**config.mk**
```make
export PLATFORM = sky130hd
export DESIGN_NAME = pipe_addsub
export DESIGN_NICKNAME = d
export VERILOG_FILES = /design/src/rtl/pipe_addsub.sv
export SDC_FILE = /design/constraint.sdc
export NUM_CORES = 1
export LEC_CHECK = 0
export CAP_MARGIN = 15
export CORE_MARGIN = 10
export CORE_UTILIZATION = 41
export CTS_CLUSTER_DIAMETER = 30
export CTS_CLUSTER_SIZE = 30
export DETAILED_ROUTE_END_ITERATION = 16
export GPL_TIMING_DRIVEN = 0
export PLACE_DENSITY = 0.67
export SYNTH_ARGS = -nofsm -noshare
export SYNTH_HDL_FRONTEND = slang
export SYNTH_SLANG_ARGS = --single-unit
```
**constraint.sdc**
```tcl
create_clock -name clk -period 6.05 [get_ports clk]
set_input_delay 0.605 -clock clk [delete_from_list [all_inputs] [get_ports clk]]
set_output_delay 0.605 -clock clk [all_outputs]
set_load 0.01 [all_outputs]
```
**src/rtl/pipe_addsub.sv**
```systemverilog
// Pipelined carry-lookahead adder/subtractor: one SEG_W-bit segment per stage,
// carry registered between stages, valid/ready handshake with whole-pipe stall.
module pipe_addsub #(
    parameter int WIDTH = 32,
    parameter int SEG_W = 16
) (
    input  logic             clk,
    input  logic             rst_n,
    input  logic             in_valid,
    output logic             in_ready,
    input  logic [WIDTH-1:0] in_a,
    input  logic [WIDTH-1:0] in_b,
    input  logic             in_sub,
    input  logic             in_cin,
    output logic             out_valid,
    input  logic             out_ready,
    output logic [WIDTH-1:0] out_sum,
    output logic             out_cout,
    output logic             out_ovf,
    output logic             out_zero
);
    localparam int STAGES = WIDTH / SEG_W;

    generate
        if (SEG_W < 1 || (WIDTH % SEG_W) != 0) begin : g_bad_width
            $error("pipe_addsub: WIDTH must be a non-zero multiple of SEG_W");
        end
    endgenerate

    // Kogge-Stone prefix over one segment; returns {cout, carry into MSB, sum}.
    function automatic logic [SEG_W+1:0] cla_seg(
        input logic [SEG_W-1:0] a,
        input logic [SEG_W-1:0] b,
        input logic             ci
    );
        logic [SEG_W-1:0] p, g, gp, pp, gn, pn;
        logic [SEG_W:0]   c;
        p  = a ^ b;
        g  = a & b;
        gp = g;
        pp = p;
        for (int unsigned d = 1; d < SEG_W; d = d * 2) begin
            gn = gp;
            pn = pp;
            for (int unsigned i = d; i < SEG_W; i++) begin
                gn[i] = gp[i] | (pp[i] & gp[i-d]);
                pn[i] = pp[i] & pp[i-d];
            end
            gp = gn;
            pp = pn;
        end
        c[0] = ci;
        for (int unsigned i = 0; i < SEG_W; i++) begin
            c[i+1] = gp[i] | (pp[i] & ci);
        end
        return {c[SEG_W], c[SEG_W-1], p ^ c[SEG_W-1:0]};
    endfunction

    logic [STAGES-1:0] v_q, v_d;
    logic [STAGES-1:0] c_q, c_d;
    logic [WIDTH-1:0]  a_q [STAGES];
    logic [WIDTH-1:0]  a_d [STAGES];
    logic [WIDTH-1:0]  b_q [STAGES];
    logic [WIDTH-1:0]  b_d [STAGES];
    logic [WIDTH-1:0]  s_q [STAGES];
    logic [WIDTH-1:0]  s_d [STAGES];
    logic              ovf_q, ovf_d;
    logic              zero_q, zero_d;
    logic              adv;

    logic [WIDTH-1:0]  a_in, b_in, s_in;
    logic              c_in, v_in;
    logic [SEG_W+1:0]  seg;

    assign out_valid = v_q[STAGES-1];
    assign out_sum   = s_q[STAGES-1];
    assign out_cout  = c_q[STAGES-1];
    assign out_ovf   = ovf_q;
    assign out_zero  = zero_q;
    assign adv       = !out_valid || out_ready;
    assign in_ready  = rst_n && adv;

    // Operands travel whole with each op; stage k only consumes segment k of them.
    always_comb begin
        v_d    = '0;
        c_d    = '0;
        ovf_d  = 1'b0;
        a_in   = '0;
        b_in   = '0;
        s_in   = '0;
        c_in   = 1'b0;
        v_in   = 1'b0;
        seg    = '0;
        for (int unsigned k = 0; k < STAGES; k++) begin
            a_d[k] = '0;
            b_d[k] = '0;
            s_d[k] = '0;
        end
        for (int unsigned k = 0; k < STAGES; k++) begin
            if (k == 0) begin
                a_in = in_a;
                b_in = in_sub ? ~in_b : in_b;
                s_in = '0;
                c_in = in_sub ? 1'b1 : in_cin;
                v_in = in_valid;
            end else begin
                a_in = a_q[k-1];
                b_in = b_q[k-1];
                s_in = s_q[k-1];
                c_in = c_q[k-1];
                v_in = v_q[k-1];
            end
            seg    = cla_seg(a_in[k*SEG_W +: SEG_W], b_in[k*SEG_W +: SEG_W], c_in);
            a_d[k] = a_in;
            b_d[k] = b_in;
            s_d[k] = s_in;
            s_d[k][k*SEG_W +: SEG_W] = seg[SEG_W-1:0];
            c_d[k] = seg[SEG_W+1];
            v_d[k] = v_in;
            if (k == STAGES - 1) begin
                ovf_d = seg[SEG_W+1] ^ seg[SEG_W];
            end
        end
        zero_d = (s_d[STAGES-1] == '0);
    end

    always_ff @(posedge clk) begin
        if (!rst_n) begin
            v_q    <= '0;
            c_q    <= '0;
            ovf_q  <= 1'b0;
            zero_q <= 1'b0;
            for (int unsigned k = 0; k < STAGES; k++) begin
                a_q[k] <= '0;
                b_q[k] <= '0;
                s_q[k] <= '0;
            end
        end else if (adv) begin
            v_q    <= v_d;
            c_q    <= c_d;
            ovf_q  <= ovf_d;
            zero_q <= zero_d;
            a_q    <= a_d;
            b_q    <= b_d;
            s_q    <= s_d;
        end
    end

endmodule
```
---- Word-level counts from Yosys, hierarchy flattened ----
Cells that the tools add are included.
cells by class
  multiplexer cells ....................... 2
  bitwise gates (word level) .............. 366
  reductions and logical operators ........ 4
operators with widths
  kind                number
  1-bit AND           228
  1-bit bitwise OR    130
  16-bit bitwise XOR  4
  16-bit AND          2
  32-bit zero test    1
  32-bit 2-to-1 mux   1
  32-bit inverter     1
  1-bit logical AND   1
  1-bit zero test     1
  1-bit logical OR    1
  1-bit 2-to-1 mux    1
  1-bit bitwise XOR   1
storage, ports and cells
  register bits after elaboration ......... 118
  output and inout bits ................... 37
  word-level logic and storage cells ...... 380

---- Logic depth before layout (Yosys ltp) ----
Gate-level depths: netlist of the first run.
  depth after elaboration ................. 12
  depth in mapped cells ................... 13

---- Least setup slack after synthesis of the first run ----
Ideal clock, no wire load.
  path type ............................... in2reg
  start point ............................. input in_sub
  end point ............................... register c_q[0]
  data arrival time ....................... 3.173 ns
  data required time ...................... 5.917 ns
  path slack .............................. 2.744 ns
  stages .................................. 13
  path buffers ............................ 3
  cell sequence ........................... buf_2 > buf_2 > buf_1 > xor2_1 > ha_1 > nand3_1 > a21oi_1 > o21ai_1 > a21oi_1 > o31ai_1 > o21ai_0 > a21oi_1 > a21oi_1
on the way
  longest elaborated chain between the ends .. 11
  elaborated cells between the ends (all ways) .. 51
  classes of those cells .................. 2 x mux; 49 x bitwise
RTL lines
  item                                                     line    RTL
  start, declared                                          13      input logic in_sub,
  32-bit 2-to-1 mux                                        102     b_in = in_sub ? ~in_b : in_b;
  16-bit bitwise XOR / 16-bit AND (equally long branches)  38, 39
  1-bit AND                                                46      gn[i] = gp[i] | (pp[i] & gp[i-d]);
  1-bit bitwise OR                                         46
  1-bit AND                                                46
  1-bit bitwise OR                                         46
  1-bit AND                                                46
  1-bit bitwise OR                                         46
  1-bit AND                                                46
  1-bit bitwise OR                                         46
  1-bit bitwise OR (*)                                     54      c[i+1] = gp[i] | (pp[i] & ci);
  end signal, assigned                                     130     c_q <= '0;
  end signal, assigned                                     140     c_q <= c_d;
  end, declared                                            60      logic [STAGES-1:0] c_q, c_d;
Mark *: on every way between the ends. The rest lies on a longest branch, timed or not.
A chain may end at the register's enable or synchronous reset.

---- Worst setup path in the final report of the first run ----
Ends and elaborated chain as after synthesis.

==> impl_metrics.csv, run 1 <==
group,metric,value,unit
outcome,status,"completed",
layout,final_layout_size_suffix_gt1_share,4.67,%
synth,async_flop_share,0,%
routing,dr.pass1.iters,5,
power,power_leakage,2.72,nW
synth,syn_nets,669,
routing,routed_wl,13.8,mm
clock_tree,clk_pin_slew_worst_paths,0.06,ns
synth,synth_area,4820,um^2
critical_path,reg2reg_slack,2.98,ns
clock_tree,post_cts_buffers,0,
sta,max_freq,273,MHz
synth,synthCells,565,
routing,vias,4396,
synth,synth_edf_count,0,
critical_path,start_kind,"input pin",
synth,ys_ff_latch,86,
sta,whs,0.464,ns
synth,yosysTopAreaCellShare,35.7,%
placement,gp_congestion,0.868,
sta,setup_viol,0,
placement,portBuffers,104,
min_path,hold_depth,2,
sta,worstMarginPinSlew,0.671,ns
floorplanning,start_util,42.0,%
clock_tree,cts_tree,"yes",
sta,skew,0.00551,ns
routing,route.detailed.drc,0,
synth,synth_area_leaders,"dfxtp_1 (36%), nand2_1 (10%), ha_1 (8.3%)",
floorplanning,core.rowCount,39,
sta,slew_headroom,55.3,%
power,p_per_area,269,nW/um^2
critical_path,end_kind,"register",
synth,synth.distinct_cells,53,
clock_tree,cts_buffers,9,
grt,grt_max_degree,15,
routing,vias_per_cell,5.31,
clock_tree,htree_levels,3,
synth,synth_seq_area_share,35.7,%
layout,antenna_cells,0,
layout,final_cell_mix,"nand2_1 (131), clkdlybuf4s50_1 (104), dfxtp_1 (86)",
min_path,hp-class,"register to register",
synth,avgSynthCellArea,8.53,um^2
clock_tree,clockBufferDepth,2,
floorplanning,die-width,128,um
placement,hpwlAfterDp,10.9,mm
power,irDropWorstVdd,0.000161,V
clock_tree,clock-sinks,86,
critical_path,critPathKind,"input pin to register",
synth,synth_warnings,0,
job,drv_cap,0,
sta,fin_crit_sh,60.5,%
synth,yosys.area.top_type,"dfxtp_1",
sta,drv_slew,0,
layout,area_growth_syn_to_layout,31.9,%
sta,rsz0062_at_grt,"no",
layout,n_fill_cell,1035,
floorplanning,die-area,16500,um^2
synth,ys.flop_type,"dfxtp_1",
floorplanning,pin_count,107,
routing,drtIter0Drc,276,
grt,grt-ovfl-total,0,
critical_path,arrival,3.87,ns
critical_path,worstPathMaxFanout,10,
clock_tree,post_cts_resize_count,0,
grt,antenna_found_initial,0,
critical_path,critPathRequiredTime,6.26,ns
grt,grt_usage,16.8,%
layout,nets,784,
clock_tree,clk_latency,0.34,ns
sta,period_needed,3.66,ns
clock_tree,cts_root_buf,"clkbuf_16",
grt,grt_pass1_vias,4574,
clock_tree,ctsHoldBuffers,0,
routing,ant_nets,0,
grt,grt_first_pass_wirelength,22.7,mm
critical_path,r2r_cells,10,
floorplanning,fp.dieH,128,um
sta,hold_viol_final,0,
routing,post_drt_wl_per_cell,16.6,um
layout,layout_commonest_cell,"nand2_1",
sta,fin_setup_tns,0,ns
floorplanning,design.core.area,11500,um^2
## registers in the layout, summed over array words and instances (netlist names)
name      cells
out_sum      32
a_in         16
b_in         16
s_in         16
c_q           2
v_q           2
out_ovf       1
out_zero      1
## path summary, 6_finish.rpt
kind / start / end
worst min-delay path: out_sum[18] / out_sum[18]
worst min register to register: out_sum[18] / out_sum[18]
worst max register to register: c_q[0] / out_zero
worst max-delay path: in_sub / c_q[0]
## cell usage after synthesis (all sizes together) (3+ instances only)
cell type and count:
or3 4, and2 13, o211ai 3, o31ai 5, nand2 131, nor2 12, o21a 6, buf 9
xnor2 28, o21ai 20, nand4 8, nand4b 4, a21oi 20, a21boi 43, inv 11, dfxtp 86
clkbuf 25, nand3 15, a21o 6, nor3 7, ha 32, xor2 25, o21bai 3, o211a 21
## metal layers
layer / vias up / part of all wire (%) / track usage [%]
met5: - / 0 / 0
met4: 0 / 1.6 / 5.23
met3: 23 / 7.6 / 4.23
met2: 134 / 47 / 27.3
met1: 2052 / 44 / 21.3
li1: 2187 / - / -
## critical path: stages
cell	delay [ns]
buf_2	0.20
buf_2	0.33
buf_1	0.53
xor2_1	0.15
ha_1	0.36
nand3_1	0.10
a21oi_1	0.06
o21ai_1	0.24
a21oi_1	0.17
o31ai_1	0.54
o21ai_0	0.30
a21oi_1	0.21
a21oi_1	0.08
## report_power, final
part           total (mW)  internal (mW)  leakage [nW]  switching (mW)
sequential          0.678          0.631         0.713          0.0476
combinational       0.439          0.225          1.86           0.214
clock               0.591          0.361         0.152           0.230
total                1.71           1.22          2.72           0.492
## per-stage QoR
step	total power, mW	cells	util, %	setup WS [ns]	instance area [um^2]
detailed placement	1.12	812	52.6	2.03	6040
global placement	1.11	812	52.6	2.07	6040
CTS	1.71	828	55.4	2.35	6350
global route	1.80	828	55.4	2.09	6350
finish	1.71	828	55.4	2.39	6350
floorplan	0.943	565	-	2.74	4820
## logic make-up (layout without fill, tap and decap cells)
group           Yosys count  count (layout)  synth area share [%]
simple gates            208             208                  20.1
compound gates          138             138                  21.5
fa+ha+maj                34              34                  9.14
buf+inv                  45             165                  3.61
mux                       1               1                 0.208
xor+xnor                 53              53                  9.79
flops                    86              86                  35.7
## final cells by class
class	instances	area [um^2]	share of cell area [%]
Inverter	11	41.3	0.650
Tap cell	143	179	2.82
Clock buffer	10	229	3.60
Clock inverter	6	86.3	1.36
Timing Repair Buffer	104	1040	16.4
Buffer	34	133	2.09
Multi-Input combinational cell	434	2920	46.0
Sequential cell	86	1720	27.1
No activity file was read; power rests on OpenSTA's default activity.
==> inputs of run 2 (changes only) <==
clock period = 3.6 ns   (was 6.05 ns; I/O delays follow)
==> impl_metrics.csv, run 2 (synthesized netlist as in run 1, its figures left out) <==
group,metric,value,unit
outcome,status,"completed",
critical_path,critPathRequiredTime,3.81,ns
clock_tree,ctsHoldBuffers,0,
layout,final_cell_mix,"nand2_1 (131), clkdlybuf4s50_1 (104), dfxtp_1 (86)",
clock_tree,htree_levels,3,
grt,grt_usage,16.8,%
grt,grt-ovfl-total,0,
floorplanning,die-width,128,um
grt,grt_max_degree,15,
layout,final_cells,827,
layout,nets,783,
sta,setup_viol,0,
min_path,min_from,"rst_n",
routing,post_drt_wl_per_cell,16.6,um
power,finalPower,2.87,mW
routing,route.detailed.drc,0,
sta,drv_slew,0,
layout,regArea,1720,um^2
job,drv_cap,0,
clock_tree,clock-sinks,86,
sta,hold_viol_final,0,
layout,final_area,6350,um^2
critical_path,arrival,3.43,ns
grt,grt_pass1_vias,4574,
floorplanning,core.rowCount,39,
power,irDropWorstVdd,0.000270,V
floorplanning,pin_count,107,
critical_path,start_kind,"input pin",
layout,largest_reg_flops,32,
routing,routed_wl,13.7,mm
critical_path,critPathKind,"input pin to register",
sta,fin_setup_tns,0,ns
sta,worstMarginPinSlew,0.670,ns
clock_tree,cts_tree,"yes",
routing,ant_nets,0,
placement,hpwlAfterDp,10.9,mm
layout,multiInputGateArea,2920,um^2
routing,dr.pass1.iters,4,
grt,antenna_found_initial,0,
clock_tree,clk_latency,0.34,ns
routing,drtIter0Drc,266,
floorplanning,die-area,16500,um^2
layout,layout_commonest_cell,"nand2_1",
routing,vias,4365,
clock_tree,cts_buffers,9,
sta,skew,0.00526,ns
critical_path,critPathLaunch,"in_sub",
placement,portBuffers,104,
critical_path,worstPathMaxFanout,19,
sta,max_freq,311,MHz
clock_tree,post_cts_resize_count,0,
min_path,hp-class,"input pin to register",
sta,rsz0062_at_grt,"no",
layout,n_fill_cell,1037,
routing,vias_per_cell,5.28,
power,power_leakage,2.72,nW
critical_path,end_kind,"register",
layout,final_layout_size_suffix_gt1_share,4.68,%
floorplanning,fp.dieH,128,um
clock_tree,clockBufferDepth,2,
power,p_per_area,452,nW/um^2
sta,fin_crit_sh,89.4,%
floorplanning,design.core.area,11500,um^2
layout,antenna_cells,0,
critical_path,r2r_start,"c_q[0]",
grt,grt_first_pass_wirelength,22.7,mm
placement,dp_cells,812,
placement,gp_congestion,0.868,
sta,slew_headroom,55.3,%
floorplanning,start_util,42.0,%
sta,period_needed,3.22,ns
placement,placed_area,6040,um^2
clock_tree,cts_root_buf,"clkbuf_16",
clock_tree,clk_pin_slew_worst_paths,0.06,ns
layout,area_growth_syn_to_layout,31.8,%
-- run 2: cell types whose count changed in the layout (fill, tap and decap cells not counted), sizes merged --
cell / before / now
buf: 9 / 8
-- run 2: worst paths after layout --
kind	cells past startpoint	slack, ns	to
worst max-delay path	12	0.38	c_q[0]
worst min-delay path	3	0.42	out_sum[31]
worst max register to register	10	0.54	out_zero
worst min register to register	2	0.46	out_sum[18]
-- run 2: layout make-up --
class | count | share of cell area (%)
Clock inverter | 6 | 1.36
Tap cell | 143 | 2.82
Inverter | 11 | 0.650
Multi-Input combinational cell | 434 | 46.0
Clock buffer | 10 | 3.61
Sequential cell | 86 | 27.1
Buffer | 33 | 2.03
Timing Repair Buffer | 104 | 16.4
-- run 2: timing repair --
action	CTS	global route
endpoints found under the hold margin	0	0
endpoints found under the setup margin	0	2
setup buffers	0	0
-- run 2: through the flow --
stage	worst slack [ns]	utilization [%]	hold slack (ns)
2_1_floorplan	0.539	-	0.441
3_3_place_gp	-0.133	52.6	0.448
3_5_place_dp	-0.176	52.6	0.455
4_1_cts	0.146	55.4	0.419
5_1_grt	0.0889	55.4	0.449
6_report	0.383	55.4	0.421
-- run 2: power breakdown --
part | switching [mW] | internal, mW
registers | 0.0796 | 1.06
clock network | 0.386 | 0.607
logic | 0.360 | 0.378
-- run 2: per-layer routing --
layer / up-vias / global-route usage [%] / wire length [um]
li1: 2183 / - / -
met1: 2027 / 21.3 / 5980
met2: 133 / 27.3 / 6440
met3: 22 / 4.23 / 1060
met4: 0 / 5.23 / 223
met5: - / 0 / 0
-- run 2: critical path: stages --
cell	delay (ns)
buf_2	0.20
buf_2	0.48
xor2_1	0.19
ha_1	0.29
a21oi_1	0.20
a21oi_1	0.12
o21ai_1	0.24
a21oi_1	0.17
o31ai_1	0.56
o21ai_0	0.31
a21oi_1	0.21
a21oi_1	0.08
==> inputs of run 3 (changes only) <==
--- a/config.mk
+++ b/config.mk
@@ -8,10 +8,10 @@
 export CAP_MARGIN = 15
 export CORE_MARGIN = 10
-export CORE_UTILIZATION = 41
+export CORE_UTILIZATION = 51
 export CTS_CLUSTER_DIAMETER = 30
 export CTS_CLUSTER_SIZE = 30
 export DETAILED_ROUTE_END_ITERATION = 16
 export GPL_TIMING_DRIVEN = 0
-export PLACE_DENSITY = 0.67
+export PLACE_DENSITY = 0.81
 export SYNTH_ARGS = -nofsm -noshare
 export SYNTH_HDL_FRONTEND = slang
==> constraint.sdc (replaced) <==
create_clock -name clk -period 3.6 [get_ports clk]
set_input_delay 0.36 -clock clk [delete_from_list [all_inputs] [get_ports clk]]
set_output_delay 0.36 -clock clk [all_outputs]
set_load 0.005 [all_outputs]
==> impl_metrics.csv, run 3 (synthesized netlist as in run 1, its figures left out) <==
group,metric,value,unit
outcome,status,"completed",
clock_tree,post_cts_buffers,0,
layout,layout_commonest_cell,"nand2_1",
critical_path,critPathKind,"register to register",
critical_path,arrival,3.63,ns
critical_path,crit_top_cell,"nand4_1",
sta,drv_slew,0,
power,irDropWorstVdd,0.000215,V
routing,post_drt_wl_per_cell,16.8,um
grt,grt_max_degree,14,
sta,whs,0.437,ns
critical_path,end_kind,"register",
grt,antenna_found_initial,0,
power,power_leakage,2.68,nW
routing,vias_per_cell,5.46,
clock_tree,cts_tree,"yes",
grt,grt_usage,20.0,%
sta,hold_viol_final,0,
grt,grt_pass1_vias,4393,
floorplanning,start_util,52.1,%
sta,period_needed,3.34,ns
clock_tree,clk_pin_slew_worst_paths,0.08,ns
routing,drtIter0Drc,272,
placement,gp_congestion,0.880,
placement,portBuffers,104,
sta,slew_headroom,55.2,%
routing,route.detailed.drc,0,
critical_path,start_kind,"register",
job,drv_cap,0,
critical_path,cpMaxStageDelayCell,"or4_1",
sta,max_freq,300,MHz
min_path,hp-class,"input pin to register",
power,p_per_area,418,nW/um^2
layout,largest_reg_flops,32,
clock_tree,clk_latency,0.36,ns
floorplanning,pin_count,107,
sta,setup_viol,0,
clock_tree,clockBufferDepth,2,
power,finalPower,2.61,mW
layout,final_cells,813,
critical_path,slowest_delay,0.56,ns
clock_tree,cts_root_buf,"clkbuf_8",
critical_path,critPathRequiredTime,3.90,ns
sta,fin_setup_tns,0,ns
sta,skew,0.00918,ns
layout,final_cell_mix,"nand2_1 (131), clkdlybuf4s50_1 (104), dfxtp_1 (86)",
placement,hpwlAfterDp,10.8,mm
routing,vias,4440,
critical_path,cp_num_buf_inv,1,
floorplanning,die-area,13700,um^2
layout,n_fill_cell,779,
floorplanning,core.rowCount,35,
critical_path,path_cells,"inv_1, fa_1, nor4b_2, nand4_1, or4_1, nor3_1, nand4_1, a211oi_1, o2111ai_1, o21ai_1",
sta,rsz0062_at_grt,"no",
clock_tree,post_cts_resize_count,0,
critical_path,critical_path.top_delay_family,"simple AND/OR/NAND/NOR gates",
clock_tree,clock-sinks,86,
layout,final_layout_size_suffix_gt1_share,4.53,%
sta,worstMarginPinSlew,0.672,ns
layout,nets,783,
floorplanning,fp.dieH,117,um
routing,ant_nets,0,
layout,antenna_cells,0,
grt,grt_first_pass_wirelength,21.5,mm
floorplanning,die-width,117,um
sta,fin_crit_sh,92.7,%
grt,grt-ovfl-total,0,
clock_tree,htree_levels,3,
critical_path,worstPathMaxFanout,4,
clock_tree,cts_buffers,9,
layout,area_growth_syn_to_layout,29.4,%
routing,dr.pass1.iters,5,
routing,routed_wl,13.7,mm
placement,dp_cells,798,
floorplanning,design.core.area,9240,um^2
==> run 3: through the flow <==
step           util (%)  cell area, um^2  setup WS, ns
2_1_floorplan         -             4820         0.539
3_3_place_gp       65.1             6020      -0.00163
3_5_place_dp       65.1             6020        -0.181
4_1_cts            67.5             6230         0.166
5_1_grt            67.4             6230        0.0718
6_report           67.4             6230         0.265
==> run 3: area by class of cell <==
class,instances,area [um^2],share of cell area (%)
timing repair buffer,104,1040,16.7
inverter,11,41.3,0.663
clock buffer,12,145,2.33
sequential,86,1720,27.6
tap,129,161,2.59
buffer,33,129,2.07
clock inverter,4,70.1,1.12
multi-input combinational,434,2920,46.9
==> run 3: final timing paths <==
check,from,endpoint,slack [ns],cells past startpoint
setup / recovery,c_q[0],out_zero,0.26,10
setup reg to reg,c_q[0],out_zero,0.26,10
hold / removal,rst_n,out_sum[31],0.44,3
hold reg to reg,out_sum[13],out_sum[13],0.46,2
==> run 3: where the power goes <==
part / internal [mW] / total (mW) / switching, mW
Sequential: 1.06 / 1.13 / 0.0742
Clock: 0.408 / 0.751 / 0.343
Combinational: 0.377 / 0.722 / 0.345
==> run 3: per-layer routing <==
layer  GRT usage (%)  vias up  wire, um
li1                -     2181         -
met1            24.7     2069      5650
met2            33.8      169      6590
met3            4.28       21      1170
met4            6.67        0       272
met5               0        -         0
==> run 3: what timing repair did <==
| action | 4_1_cts | 5_1_grt |
|---|---|---|
| hold endpoints to repair | 0 | 0 |
| hold buffers | 0 | 0 |
| endpoints found under the setup margin | 0 | 4 |
==> run 3: tightest hold or removal path, cell delays in order <==
cell and delay [ns]:
buf_2 0.16, nand2_1 0.14, o21ai_0 0.10
